===== config.mk =====
export PLATFORM = sky130hd
export DESIGN_NAME = uart_crc8_framer_flat
export DESIGN_NICKNAME = d
export VERILOG_FILES = /design/src/rtl/uart_crc8_framer_if.sv /design/src/rtl/uart_crc8_framer.sv /design/src/flat_wrapper.sv
export SDC_FILE = /design/constraint.sdc
export NUM_CORES = 1
export LEC_CHECK = 0
export CAP_MARGIN = 20
export CORE_MARGIN = 2
export CORE_UTILIZATION = 45
export CTS_CLUSTER_SIZE = 24
export DETAILED_ROUTE_END_ITERATION = 10
export PLACE_DENSITY = 0.71
export SLEW_MARGIN = 20
export SYNTH_ARGS = -nofsm -noshare
export SYNTH_HDL_FRONTEND = slang
export SYNTH_SLANG_ARGS = --single-unit
export TNS_END_PERCENT = 10

===== constraint.sdc =====
create_clock -name clk -period 3.2 [get_ports clk]
set_clock_uncertainty 0.15 [all_clocks]
set_input_delay 0.64 -clock clk [delete_from_list [all_inputs] [get_ports clk]]
set_output_delay 0.64 -clock clk [all_outputs]
set_load 0.1 [all_outputs]

===== src/rtl/uart_crc8_framer_if.sv =====
// rtl/uart_crc8_framer_if.sv - payload stream and transmitter handshake bundle for the CRC-8 framer
interface uart_crc8_framer_if;
  logic [7:0] s_data;
  logic       s_valid;
  logic       s_last;
  logic       s_ready;
  logic [7:0] tx_data;
  logic       tx_update;
  logic       tx_busy;

  // slave: the framer itself; master: the payload source plus transmitter side
  modport slave (
    input  s_data, s_valid, s_last, tx_busy,
    output s_ready, tx_data, tx_update
  );

  modport master (
    output s_data, s_valid, s_last, tx_busy,
    input  s_ready, tx_data, tx_update
  );
endinterface


===== src/rtl/uart_crc8_framer.sv =====
// rtl/uart_crc8_framer.sv - buffers payload bytes for the 16x UART transmitter and appends a CRC-8 per frame
module uart_crc8_framer #(
  parameter int         DEPTH       = 16,
  parameter logic [7:0] CRC_POLY    = 8'h07,
  parameter logic [7:0] CRC_INIT    = 8'h00,
  parameter int         REQ_TIMEOUT = 64
) (
  input  logic                   clk,
  input  logic                   rst,
  uart_crc8_framer_if.slave      bus,
  output logic                   frame_done,
  output logic [7:0]             crc_out,
  output logic [$clog2(DEPTH):0] fifo_level
);
  localparam int           AW       = $clog2(DEPTH);
  localparam int           TW       = $clog2(REQ_TIMEOUT);
  localparam logic [AW:0]  FULL_LVL = (AW + 1)'(DEPTH);

  typedef enum logic [2:0] {IDLE, LOAD, REQ, WAIT, BACKOFF} state_t;
  state_t state, state_next;

  logic [8:0]    mem [DEPTH];
  logic [AW-1:0] wr_ptr, rd_ptr;
  logic [AW:0]   level;
  logic          fifo_empty, fifo_full, push, pop;
  logic [7:0]    crc, tx_data_q;
  logic          crc_pending, is_crc, tx_update_q;
  logic [TW-1:0] timer;
  logic          timer_done, backoff_done;

  function automatic logic [7:0] crc8_step(input logic [7:0] c_in);
    logic [7:0] c;
    c = c_in;
    for (int i = 0; i < 8; i++) begin
      c = c[7] ? ({c[6:0], 1'b0} ^ CRC_POLY) : {c[6:0], 1'b0};
    end
    return c;
  endfunction

  assign fifo_empty    = (level == '0);
  assign fifo_full     = (level == FULL_LVL);
  assign push          = bus.s_valid & ~fifo_full;
  assign pop           = (state == LOAD) & ~crc_pending;
  assign bus.s_ready   = ~fifo_full;
  assign bus.tx_data   = tx_data_q;
  assign bus.tx_update = tx_update_q;
  assign fifo_level    = level;
  assign timer_done    = (timer == TW'(REQ_TIMEOUT - 1));
  assign backoff_done  = (timer == TW'(1));

  always_ff @(posedge clk) begin
    if (push) mem[wr_ptr] <= {bus.s_last, bus.s_data};
  end

  always_ff @(posedge clk or posedge rst) begin
    if (rst) begin
      wr_ptr <= '0;
      rd_ptr <= '0;
      level  <= '0;
    end else begin
      if (push) wr_ptr <= wr_ptr + 1'b1;
      if (pop)  rd_ptr <= rd_ptr + 1'b1;
      case ({push, pop})
        2'b10:   level <= level + 1'b1;
        2'b01:   level <= level - 1'b1;
        default: level <= level;
      endcase
    end
  end

  always_ff @(posedge clk or posedge rst) begin
    if (rst) state <= IDLE;
    else     state <= state_next;
  end

  always_comb begin
    state_next = state;
    case (state)
      IDLE:    if (!fifo_empty || crc_pending) state_next = LOAD;
      LOAD:    state_next = REQ;
      REQ: begin
        if (bus.tx_busy)     state_next = WAIT;
        else if (timer_done) state_next = BACKOFF;
      end
      BACKOFF: if (backoff_done) state_next = REQ;
      WAIT: begin
        if (!bus.tx_busy) state_next = (!fifo_empty || crc_pending) ? LOAD : IDLE;
      end
      default: state_next = IDLE;
    endcase
  end

  // Timer restarts on every state change, so it serves both the REQ timeout and the BACKOFF length
  always_ff @(posedge clk or posedge rst) begin
    if (rst) begin
      timer <= '0;
    end else if ((state_next != state) || !((state == REQ) || (state == BACKOFF))) begin
      timer <= '0;
    end else begin
      timer <= timer + 1'b1;
    end
  end

  always_ff @(posedge clk or posedge rst) begin
    if (rst) begin
      tx_data_q   <= 8'h00;
      tx_update_q <= 1'b0;
      crc         <= CRC_INIT;
      crc_pending <= 1'b0;
      is_crc      <= 1'b0;
      frame_done  <= 1'b0;
      crc_out     <= CRC_INIT;
    end else begin
      tx_update_q <= (state_next == REQ);
      frame_done  <= 1'b0;
      if (state == LOAD) begin
        if (crc_pending) begin
          tx_data_q   <= crc;
          crc         <= CRC_INIT;
          crc_pending <= 1'b0;
          is_crc      <= 1'b1;
        end else begin
          tx_data_q <= mem[rd_ptr][7:0];
          crc       <= crc8_step(crc ^ mem[rd_ptr][7:0]);
          if (mem[rd_ptr][8]) crc_pending <= 1'b1;
        end
      end
      // tx_data still holds the CRC byte while its transmission is in flight
      if ((state == WAIT) && !bus.tx_busy && is_crc) begin
        frame_done <= 1'b1;
        crc_out    <= tx_data_q;
        is_crc     <= 1'b0;
      end
    end
  end
endmodule


===== src/flat_wrapper.sv =====
// flat-port wrapper written by rule: the top's interface ports become plain ports
module uart_crc8_framer_flat 
#(
  parameter int         DEPTH       = 16,
  parameter logic [7:0] CRC_POLY    = 8'h07,
  parameter logic [7:0] CRC_INIT    = 8'h00,
  parameter int         REQ_TIMEOUT = 64
)
  (clk, rst, frame_done, crc_out, fifo_level, bus_s_data, bus_s_valid, bus_s_last, bus_tx_busy, bus_s_ready, bus_tx_data, bus_tx_update);
  uart_crc8_framer_if bus_i ();
  input  logic clk;
  input  logic rst;
  output logic frame_done;
  output logic [7:0] crc_out;
  output logic [$clog2(DEPTH):0] fifo_level;
  input wire logic [$bits(bus_i.s_data)-1:0] bus_s_data;
  input wire logic [$bits(bus_i.s_valid)-1:0] bus_s_valid;
  input wire logic [$bits(bus_i.s_last)-1:0] bus_s_last;
  input wire logic [$bits(bus_i.tx_busy)-1:0] bus_tx_busy;
  output wire logic [$bits(bus_i.s_ready)-1:0] bus_s_ready;
  output wire logic [$bits(bus_i.tx_data)-1:0] bus_tx_data;
  output wire logic [$bits(bus_i.tx_update)-1:0] bus_tx_update;
  assign bus_i.s_data = bus_s_data;
  assign bus_i.s_valid = bus_s_valid;
  assign bus_i.s_last = bus_s_last;
  assign bus_i.tx_busy = bus_tx_busy;
  assign bus_s_ready = bus_i.s_ready;
  assign bus_tx_data = bus_i.tx_data;
  assign bus_tx_update = bus_i.tx_update;
  uart_crc8_framer #(.DEPTH(DEPTH), .CRC_POLY(CRC_POLY), .CRC_INIT(CRC_INIT), .REQ_TIMEOUT(REQ_TIMEOUT)) u_core (.clk(clk), .rst(rst), .bus(bus_i), .frame_done(frame_done), .crc_out(crc_out), .fifo_level(fifo_level));
endmodule

==> run_results.csv <==
group,metric,value,unit
synth,synth_top_cell_by_area,"edfxtp_1",
route,drt-initial-drc-count,412,
route,viasPerCell,5.502,
placed_design,place_ws,0.2621,ns
finish,num_antenna_cells,0,
floorplanning,die_h,139.3,um
grt,grt_start_max_net_pins,51,
critical_path,r2r-start,"u_core.rd_ptr[2]",
synth,netlist_instances,505,
critical_path,r2r_cells,8,
route,firstDrtPassIters,6,
pwr,switching_share,41.11,%
floorplanning,rows,49,
clocking,clk_pin_slew,0.08,ns
job,max_cap_violations,0,
worst_hold_path,hp-class,"flip-flop to flip-flop",
pwr,clkPwrFrac,20.2,%
placed_design,io_buffers,36,
sta,fin_crit_sh,91.76,%
synth,syn_area,0.008242,mm^2
sta,hold_slack,0.3562,ns
sta,relSlewSlack,57.06,%
grt,grt_usage,17.32,%
grt,antenna_found_initial,0,
route,vias,4440,
sta,fin_setup_tns,0,ns
synth,syn-mean-instance-area,16.32,um^2
grt,grt_pass1_wl,25100,um
placed_design,place_inst,775,
worst_hold_path,whs_path_depth,1,
synth,ys_async_sr_fraction,25.77,%
sta,period_needed,2.936,ns
pwr,power.switching,4253,uW
synth,syn-num-nets,530,
synth,synthTopCellsByArea,"edfxtp_1, dfrtp_1, mux4_2",
pwr,ir_drop,0.9715,mV
clocking,hold_buffers,0,
clocking,clk_path_buf_depth,2,
synth,ys_warn_count,0,
floorplanning,num_io_pins,37,
route,antenna_left,0,
synth,synth_top_cell_area_share,52.47,%
floorplanning,design.core.area,0.01796,mm^2
critical_path,critPathMostFrequentCell,"nand3_1",
finish,post-route-util,53.26,%
route,drt_wl_total,15950,um
synth,synth-seq-cells,194,
outcome,status,"finished, final reports clean",
clocking,cts-buffers-inserted,17,
clocking,cts_max_level,4,
sta,fin_ws,0.2636,ns
finish,nets,590,
clocking,clock-sinks,194,
pwr,p_leak,0.003539,uW
critical_path,regToRegSetupSlack,0.26,ns
synth,synth_ff_type,"edfxtp_1",
critical_path,critPathRequiredTime,3.38,ns
clocking,cts_setup_buffers,0,
critical_path,crit_type,"flip-flop to flip-flop",
sta,clock.fmax,0.3406,GHz
clocking,ctsResizeCount,0,
synth,synthDistinctLibCells,45,
clocking,clkLatencyLatePin,0.45,ns
clocking,cts_root_buffer,"clkbuf_16",
clocking,cts_tree,"yes",
synth,synth.most_common_cell,"edfxtp_1",
placed_design,place_hpwl,10270,um
grt,grt_pass1_vias,4458,
synth,yosysSeqAreaShare,67.65,%
synth,yosys-top-cells-count,"edfxtp_1, dfrtp_1, nand2_1",
pwr,seqPwrFrac,34.0,%
finish,final_cells,807,
route,drc,0,
critical_path,cp_cell_sequence,"buf_12 -> mux4_2 -> a22oi_1 -> nand3_1 -> and3_1 -> or3_1 -> nand3_1 -> or3b_1",
pwr,p_comb_share,45.8,%
critical_path,max_stage_delay,0.55,ns
floorplanning,die_w,139.3,um
grt,grt-ovfl-total,0,
sta,worstMarginPinSlew,0.6442,ns
critical_path,critPathMaxFanout,37,
synth,synth_edf_count,144,
sta,rsz0062_at_grt,"false",
critical_path,critPathSlowestCell,"mux4_2",
floorplanning,initial_core_util,45.88,%
worst_hold_path,hold_path_end,"u_core.timer[0]",
sta,finalHoldViolations,0,
pwr,power.density,1081,mW/mm^2
critical_path,cp-end-kind,"flip-flop",
critical_path,r2r-end,"u_core.crc[4]",
finish,drive_gt1_share,23.70,%
placed_design,place_congestion,0.7841,
floorplanning,die-area,0.01941,mm^2
worst_hold_path,hp-start,"u_core.timer[0]",
finish,syn_to_final_growth,16.09,%
critical_path,startpoint_type,"flip-flop",
route,wl_per_cell,19.77,um
pwr,p_int,6092,uW
sta,setup_viol,0,
critical_path,crit_arrival,3.12,ns
sta,slew_viol_final,0,
## worst max-delay path: cells and delay by family, from the launching register on
kind	cells	cell delay, ns
buf+inv	1	0.26
simple gates	5	1.14
compound gates	1	0.35
mux	1	0.55
flops	1	0.37
## power groups by stage
stage / clock, uW / sequential [uW] / combinational, uW
6_report: 2090 / 3520 / 4730
5_1_grt: 2220 / 3590 / 5140
4_1_cts: 2110 / 3520 / 4780
3_5_place_dp: 0 / 3570 / 4760
3_3_place_gp: 0 / 3540 / 4670
2_1_floorplan: 0 / 4390 / 2870
## worst max path at each step
stage                                     from                   end  slack, ns  cells after the start
final                         u_core.rd_ptr[2]         u_core.crc[4]       0.26                      8
after floorplan           u_core.fifo_level[3]  u_core.fifo_level[4]      0.003                     14
after global placement        u_core.rd_ptr[2]         u_core.crc[4]       0.31                      8
after global routing          u_core.rd_ptr[1]         u_core.crc[5]       0.16                      8
after CTS                     u_core.rd_ptr[2]         u_core.crc[4]       0.27                      8
after detailed placement      u_core.rd_ptr[2]         u_core.crc[4]       0.26                      8
## layout by cell type, fill, tap and decap left out, types with 3 or more instances in the layout
master,Yosys,final
a21o_1,5,5
a21oi_1,14,14
a22o_1,3,3
a22oi_1,6,6
and3_1,5,5
buf_4,4,52
clkbuf_16,0,17
clkdlybuf4s50_1,0,12
clkinv_8,0,4
dfrtp_1,50,44
dfrtp_2,0,6
edfxtp_1,144,144
ha_1,11,10
inv_1,12,11
inv_8,0,5
mux2_2,11,11
mux2i_1,21,21
mux4_1,6,6
mux4_2,31,31
nand2_1,34,33
nand2b_1,7,7
nand3_1,7,7
nor2_1,30,30
nor2b_1,7,7
nor3_1,8,8
o21ai_0,12,12
xnor2_1,24,24
xor2_1,10,10
## registers in the layout, indices dropped and copies added (netlist names)
signal and cells:
u_core.mem 144, u_core.bus.tx_data 8, u_core.crc 8, u_core.crc_out 8
u_core.timer 6, u_core.fifo_level 5, u_core.rd_ptr 4, u_core.wr_ptr 4
u_core.state 3, u_core.bus.tx_update 1, u_core.crc_pending 1, u_core.frame_done 1
u_core.is_crc 1
## layer usage
metal / global-route usage (%) / vias to the layer above / wire length, um
met4: 6.911 / 0 / 332
met1: 23.36 / 2224 / 6813
li1: - / 2041 / -
met5: 0 / - / 0
met2: 27.68 / 151 / 7849
met3: 3.785 / 24 / 958
## stage by stage
step	power [uW]	area, um^2
6_report	10350	9568
5_1_grt	10950	9568
4_1_cts	10410	9568
3_5_place_dp	8331	8977
3_3_place_gp	8209	8977
2_1_floorplan	7267	8274
## cell families (layout without fill, tap and decap cells)
group	after synthesis	after routing	share of synthesized area, %
muxes	69	69	14.44
DFF	194	194	67.65
AOI/OAI and AO/OA	49	49	3.781
buffers and inverters	37	110	2.171
adders and majority gates	12	12	1.913
and+or+nand+nor	109	109	6.164
xor gates and xnor gates	35	35	3.886
## area by class of cell
class,count,area (um^2)
Clock buffer,17,425.4
Clock inverter,15,165.2
Fill cell,1410,8396
Inverter,12,45.04
Multi-Input combinational cell,274,2512
Sequential cell,194,5583
Tap cell,229,286.5
Timing Repair Buffer,66,550.5
Power figures use the tool's default switching activity.
